--- src/rtl/mips_cpu_state_sequencer.sv ---
// Multi-cycle MIPS control sequencer: FETCH/DECODE/EXECk stepping, memory and
// mul/div interlocks, and the pc==0 halt.
module mips_cpu_state_sequencer #(
   parameter int unsigned LOAD_STAGES   = 2,
   parameter int unsigned MULDIV_CYCLES = 32
) (
   input  logic        clk,
   input  logic        reset,
   input  logic        waitrequest,
   input  logic [5:0]  opcode,
   input  logic [5:0]  fncode,
   input  logic [4:0]  regimm,
   input  logic [31:0] pc,
   output logic [2:0]  state,
   output logic        active,
   output logic        stall,
   output logic        muldiv_busy
);

   localparam int unsigned STATE_W = 3;
   localparam int unsigned CNT_W   = 6;

   typedef enum logic [STATE_W-1:0] {
      S_HALT   = 3'd0,
      S_FETCH  = 3'd1,
      S_DECODE = 3'd2,
      S_EXEC1  = 3'd3,
      S_EXEC2  = 3'd4,
      S_EXEC3  = 3'd5,
      S_EXEC4  = 3'd6
   } state_e;

   state_e             state_q, state_d;
   logic               active_q, active_d;
   logic               busy_q, busy_d;
   logic               first_q, first_d;
   logic [CNT_W-1:0]   cnt_q, cnt_d;

   logic               is_special, is_lw, is_muldiv, is_hilo;
   logic [STATE_W-1:0] n_stages, exec_k;
   logic               halt_now, fetch_hold, exec_hold;

   // Instruction class, stage count and hold conditions
   always_comb begin
      is_special = (opcode == 6'h00);
      is_lw      = (opcode == 6'h23);
      is_muldiv  = is_special && (fncode[5:2] == 4'b0110);
      is_hilo    = is_special && (fncode[5:2] == 4'b0100);
      n_stages   = 3'd1;
      if (is_lw) begin
         n_stages = STATE_W'(LOAD_STAGES);
      end else if ((opcode == 6'h01) && ((regimm == 5'h10) || (regimm == 5'h11))) begin
         n_stages = 3'd2;
      end
      exec_k     = STATE_W'(state_q) - 3'd2;
      // pc is only inspected on the first cycle of each FETCH
      halt_now   = first_q && (pc == 32'h0);
      fetch_hold = waitrequest && !halt_now;
      exec_hold  = (is_lw && waitrequest) || (is_hilo && busy_q);
   end

   // State register
   always_ff @(posedge clk) begin
      if (reset) begin
         state_q  <= S_FETCH;
         active_q <= 1'b1;
         busy_q   <= 1'b0;
         first_q  <= 1'b1;
         cnt_q    <= '0;
      end else begin
         state_q  <= state_d;
         active_q <= active_d;
         busy_q   <= busy_d;
         first_q  <= first_d;
         cnt_q    <= cnt_d;
      end
   end

   // Next state and registered-output values
   always_comb begin
      state_d = state_q;
      cnt_d   = cnt_q;
      case (state_q)
         S_HALT:   state_d = S_HALT;
         S_FETCH: begin
            if (halt_now)          state_d = S_HALT;
            else if (!waitrequest) state_d = S_DECODE;
         end
         S_DECODE: state_d = S_EXEC1;
         S_EXEC1: begin
            if (!exec_hold) state_d = (exec_k < n_stages) ? S_EXEC2 : S_FETCH;
         end
         S_EXEC2:  state_d = (exec_k < n_stages) ? S_EXEC3 : S_FETCH;
         S_EXEC3:  state_d = (exec_k < n_stages) ? S_EXEC4 : S_FETCH;
         S_EXEC4:  state_d = S_FETCH;
         default:  state_d = S_FETCH;
      endcase

      // A new mul/div restarts the countdown; otherwise it drains to zero
      if ((state_q == S_EXEC1) && is_muldiv && !exec_hold) begin
         cnt_d = CNT_W'(MULDIV_CYCLES);
      end else if (cnt_q != '0) begin
         cnt_d = cnt_q - CNT_W'(1);
      end

      active_d = (state_d != S_HALT);
      busy_d   = (cnt_d != '0) && (state_d != S_HALT);
      first_d  = (state_d == S_FETCH) && (state_q != S_FETCH);
   end

   // Outputs
   always_comb begin
      stall = 1'b0;
      if (!reset) begin
         stall = ((state_q == S_FETCH) && fetch_hold) ||
                 ((state_q == S_EXEC1) && exec_hold);
      end
   end

   assign state       = STATE_W'(state_q);
   assign active      = active_q;
   assign muldiv_busy = busy_q;

endmodule
--- config.mk ---
export PLATFORM = sky130hd
export DESIGN_NAME = mips_cpu_state_sequencer
export DESIGN_NICKNAME = d
export VERILOG_FILES = /design/src/rtl/mips_cpu_state_sequencer.sv
export SDC_FILE = /design/constraint.sdc
export NUM_CORES = 1
export LEC_CHECK = 0
export CAP_MARGIN = 20
export CELL_PAD_IN_SITES_DETAIL_PLACEMENT = 1
export CELL_PAD_IN_SITES_GLOBAL_PLACEMENT = 1
export CORE_MARGIN = 5
export CORE_UTILIZATION = 26
export CTS_CLUSTER_DIAMETER = 100
export DETAILED_ROUTE_END_ITERATION = 7
export GPL_TIMING_DRIVEN = 0
export PLACE_DENSITY = 0.9
export RECOVER_POWER = 100
export SYNTH_ARGS = -nofsm -noshare
export SYNTH_HDL_FRONTEND = slang
export SYNTH_SLANG_ARGS = --single-unit
--- constraint.sdc ---
create_clock -name clk -period 8.66 [get_ports clk]
set_input_delay 1.299 -clock clk [delete_from_list [all_inputs] [get_ports clk]]
set_output_delay 1.299 -clock clk [all_outputs]
set_load 0.02 [all_outputs]
* Word level (Yosys, flattened, before mapping)
Index checks and enable logic that the tools add are counted.
** Word-level totals
- Bits of input ports :: 52
- Flip-flop bits (word level) :: 12
- Output and inout port bits :: 6
- Word-level logic and storage cells :: 57
** Operators by class
- Reductions and logical operators :: 24
- $lt $le $gt $ge :: 1
- Equal/unequal tests :: 13
- Muxes and demuxes :: 12
- $add $sub $neg :: 2
** Operator list (count)
- 32-bit zero test :: 1
- 3-bit 2-to-1 mux :: 6
- 3-bit case mux with 6 select lines :: 1
- 1-bit logical AND :: 13
- 6-bit 2-to-1 mux :: 2
- 6-bit nonzero test :: 2
- 5-bit equality test (second input constant) :: 2
- 4-bit by 3-bit equality test with 1-bit output (second input constant) :: 2
- 3-bit by 1-bit equality test with 1-bit output (second input constant) :: 2
- 3-bit by 2-bit equality test with 1-bit output (second input constant) :: 2
- 3-bit equality test (second input constant) :: 2
- 6-bit by 1-bit equality test with 1-bit output (second input constant) :: 1
- 6-bit equality test (second input constant) :: 1
- 6-bit zero test :: 1
- 6-bit by 1-bit subtractor with 6-bit output (second input constant) :: 1
- 2-bit 2-to-1 mux :: 2
- 3-bit zero test :: 1
- 1-bit logical OR :: 3
- 3-bit less-than comparator :: 1
- 3-bit by 1-bit inequality test with 1-bit output (second input constant) :: 1
- 3-bit nonzero test :: 1
- 3-bit by 2-bit subtractor with 3-bit output (second input constant) :: 1
- 1-bit zero test :: 2
- 1-bit 2-to-1 mux :: 1

* Logic depth before layout (Yosys ltp)
- Depth after elaboration :: 11
- Gate-level depth with buffers :: 11
- Depth with buffers taken out :: 11

* Worst setup path before layout
Ideal clock, no wire load.
- Path type :: input -> register
- From :: input opcode[5]
- To :: register busy_q (netlist: muldiv_busy)
- Arrival time :: 3.747 ns
- Slack :: 4.826 ns
- Data required time :: 8.574 ns
- Path buffers :: 0
- Setup time :: 0.086 ns
- Cell stages on the path :: 11
- Path through :: or4b_1 -> o31ai_1 -> and3_1 -> inv_1 -> ha_1 -> or3_1 -> o21ai_1 -> nor3b_1 -> o32a_1 -> a21boi_2 -> a221oi_2
** Between the ends
- Cells in the longest elaborated chain, start to end :: 10
- Elaborated cells on any way between the ends :: 24
- Classes of those cells :: order compare (1); eq/ne (2); mux (8); reduce/logical (13)
** RTL lines
- from (decl) :: line 10 : input logic [5:0] opcode,
- 6-bit by 1-bit equality test with 1-bit output :: line 52 : end else if ((opcode == 6'h01) && ((regimm == 5'h10) || (regimm == 5'h11))) begin
- 1-bit logical AND :: line 52
- 2-bit 2-to-1 mux :: line 52
- 2-bit 2-to-1 mux :: line 50 : if (is_lw) begin
- 3-bit less-than comparator :: line 91, 93, 94
- 3-bit 2-to-1 mux (2 in a row) :: line 91 : if (!exec_hold) state_d = (exec_k < n_stages) ? S_EXEC2 : S_FETCH;
- 3-bit case mux with 6 select lines :: line 83 : case (state_q)
- 3-bit nonzero test :: line 107 : busy_d = (cnt_d != '0) && (state_d != S_HALT);
- 1-bit logical AND * :: line 107
- to (signal assigned) :: line 73 : busy_q <= busy_d;
- to (decl) :: line 35 : logic busy_q, busy_d;
Every way passes the cells marked *; elsewhere a longest branch is shown, timed or not.
A chain may end at the register's enable or synchronous reset.

* Worst setup path in the final report
- From :: input pc[7]
- To :: output stall
** Between the ends
- Cells in the longest elaborated chain, start to end :: 7
** RTL lines
- from (decl) :: line 13 : input logic [31:0] pc,
- 32-bit zero test :: line 57 : halt_now = first_q && (pc == 32'h0);
- 1-bit logical AND :: line 57
- 1-bit zero test :: line 58 : fetch_hold = waitrequest && !halt_now;
- 1-bit logical AND :: line 58
- 1-bit logical AND :: line 115 : stall = ((state_q == S_FETCH) && fetch_hold) ||
- 1-bit logical OR :: line 115
- 1-bit 2-to-1 mux :: line 114 : if (!reset) begin
- to (decl) :: line 16 : output logic stall,
No other way between the ends.

==> impl_metrics.csv <==
group,metric,value,unit
grt,grt_pass1_wl,4930,um
detailed_routing,ant_nets,0,
power_and_ir_drop,p_total,0.000276,W
outcome,status,"finished clean",
grt,antenna_found_initial,0,
yosys,async_flop_share,0,%
critical_path,critical_path.cell_chain,"clkdlybuf4s50_1 -> nor4_1 -> nand4_1 -> o311ai_0 -> nor2_1 -> a31oi_1 -> nor2_1 -> clkdlybuf4s50_1",
floorplan,io-pin-count,58,
clock_network,hold_buffers,0,
detailed_routing,viasPerCell,4.93,
yosys,synthTopCellsByCount,"15 x nor2_1, 12 x dfxtp_1, 7 x inv_1, 7 x nand2_1, 7 x nor4_1",
grt,grt_pass1_vias,1187,
yosys,synth_xor_area_share,3.91,%
critical_path,crit_required,7.36,ns
power_and_ir_drop,p_leak,0.562,nW
yosys,synthSimpleGateAreaFrac,40.3,%
detailed_routing,drt_iter0_markers,20,
timing,hold_violations,0,
critical_path,crit_slowest_cell,"clkdlybuf4s50_1",
min_path,min_path_type,"reg -> reg",
yosys,synth_seq_cells,12,
yosys,synth_mux_area_share,1.12,%
final_layout,utilization,45.1,%
timing,timing.final.ws_setup,3.58,ns
critical_path,path_depth,8,
yosys,synth_top_family_by_area,"simple AND/OR/NAND/NOR gates",
final_layout,num_antenna_cells,0,
timing,setup_tns,0,ns
timing,min_period,5.08,ns
clock_network,clk_pin_slew,0.08,ns
grt,grt_overflow,0,
yosys,yosys_warnings,0,
yosys,synth.most_common_cell,"nor2_1",
timing,period_share,58.7,%
timing,slew_viol_final,0,
timing,setup_viol,0,
grt,track_usage,14.0,%
clock_network,htreeDepth,1,
final_layout,drive_gt1_share,5.95,%
yosys,synth_cell_type_count,43,
detailed_routing,routedWlPerCell,14.8,um
clock_network,clk_path_buf_depth,2,
critical_path,endpoint_kind,"output port",
placed_design,hpwl,2710,um
timing,max_freq,0.197,GHz
clock_network,numCtsBuffers,3,
clock_network,worstSkewPairLatency,0.29,ns
clock_network,root_buffer,"clkbuf_4",
placed_design,place_area,0.00149,mm^2
yosys,synth-edff-count,0,
placed_design,port-buffer-count,53,
grt,grt_start_max_net_pins,10,
clock_network,cts_setup_buffers,0,
critical_path,path_buf_inv,2,
floorplan,die_h,68.7,um
yosys,syn_avg_cell_area,8.08,um^2
power_and_ir_drop,power_density,183,mW/mm^2
critical_path,crit_type,"in -> out",
run,max_cap_violations,0,
critical_path,worstPathArrival,3.78,ns
timing,max-slew-margin-rel,64.4,%
yosys,syn_inst,111,
detailed_routing,vias,1056,
yosys,syn_nets,168,
placed_design,dp_slack,3.79,ns
final_layout,area_growth,67.8,%
yosys,synth-seq-area-share,26.8,%
critical_path,critPathMaxFanout,2,
critical_path,start_kind,"input pin",
yosys,synth_area_leaders,"dfxtp_1 27%, ha_1 7.0%, nor2_1 6.3%, nor4_1 4.9%, nand2b_1 3.5%",
floorplan,num_rows,21,
timing,skew,0.00403,ns
min_path,hold_depth,2,
floorplan,start_util,26.9,%
timing,tightest_slew,0.528,ns
clock_network,cts_tree,"built",
yosys,ys.flop_type,"dfxtp_1",
placed_design,gp_congestion,0.792,
final_layout,fin_area,0.00151,mm^2
floorplan,core_area,0.00334,mm^2
floorplan,dieWidth,68.7,um
clock_network,cts_sinks,12,
yosys,synth_top_area_share,26.8,%
critical_path,path_delay_family,"buffers and inverters",
final_layout,nets,226,
detailed_routing,wl,3170,um
critical_path,r2r_cells,8,
floorplan,dieArea,0.00473,mm^2
yosys,synth_adder_area_share,6.97,%
timing,rsz0062_at_grt,"no",
detailed_routing,drtPass1Iterations,3,
clock_network,cts_resized,0,
critical_path,critical-path-max-stage-delay,0.55,ns
yosys,syn-cell-area,897,um^2
power_and_ir_drop,ir_worst_vdd,53.7,uV
yosys,yosysTopAreaCell,"dfxtp_1",
detailed_routing,drc,0,
yosys,synth_compound_area_share,17.6,%
worst reg2reg max path, stage by stage, from the launching register on:
cell	delay, ns
dfxtp_1	0.41
inv_1	0.09
ha_1	0.34
or3_1	0.40
o21ai_0	0.16
nor3b_1	0.07
o32a_1	0.31
a21boi_0	0.17
a221oi_1	0.32
logic make-up after synthesis:
group,count (synthesis)
buffers and inverters,8
adder cells (fa/ha/maj),5
AO/OA/AOI/OAI,20
AND/OR/NAND/NOR,61
flip-flops,12
multiplexers,1
XOR/XNOR,4
final cells by class:
class	count	area [um^2]
fill	440	1830
multi-input combinational	91	611
timing repair buffer	53	531
sequential	12	240
tap	46	57.6
clock buffer	4	36.3
inverter	7	26.3
buffer	1	3.75
flip-flops by register name (all words and copies together), names as in the netlist:
signal and count:
cnt_q 6, active 1, muldiv_busy 1, first_q 1, state 3
per-stage QoR:
step           hold WS (ns)  cells
6_report              0.576    214
5_1_grt               0.602    214
4_1_cts               0.575    214
3_5_place_dp          0.554    210
3_3_place_gp          0.525    210
2_1_floorplan         0.502    111
final timing paths:
path | startpoint | end | slack [ns]
worst max-delay path | pc[7] | stall | 3.58
worst min register to register | cnt_q[4]$_SDFF_PP0_ | cnt_q[4]$_SDFF_PP0_ | 0.58
worst max register to register | state[1]$_SDFF_PP0_ | muldiv_busy$_SDFF_PP0_ | 6.30
worst min-delay path | cnt_q[4]$_SDFF_PP0_ | cnt_q[4]$_SDFF_PP0_ | 0.58
routing by layer:
layer	share of wire [%]	GRT usage, %	routed length (um)
met1	34	12.3	1090
met2	58	28.8	1830
met3	5.1	3.40	162
met4	2.7	6.33	86
met5	0	0	0
power breakdown:
| part | leakage, nW | internal [W] | switching [W] | total, W |
|---|---|---|---|---|
| clock network | 0.0210 | 0.0000256 | 0.0000221 | 0.0000478 |
| logic | 0.441 | 0.0000691 | 0.0000687 | 0.000138 |
| registers | 0.0995 | 0.0000717 | 0.0000187 | 0.0000903 |
| total | 0.562 | 0.000166 | 0.000110 | 0.000276 |
placed cells by master, fill, tap and decap left out, types with 2 or more instances in the layout:
cell type	synthesis	layout
and3_1	2	2
o21ai_0	3	4
nand2_1	7	7
a21boi_0	0	2
nand3_1	4	4
nor4b_1	2	3
or3_1	2	2
ha_1	5	5
inv_1	7	7
a21oi_1	2	2
xnor2_1	3	3
dfxtp_1	12	12
clkbuf_4	0	3
nor3_1	4	4
clkdlybuf4s50_1	0	47
nor4_1	7	7
nor2_1	15	15
nor3b_1	2	2
dlygate4sd3_1	0	6
nand4_1	2	2
nand2b_1	5	5
No activity file was read; power rests on OpenSTA's default activity.
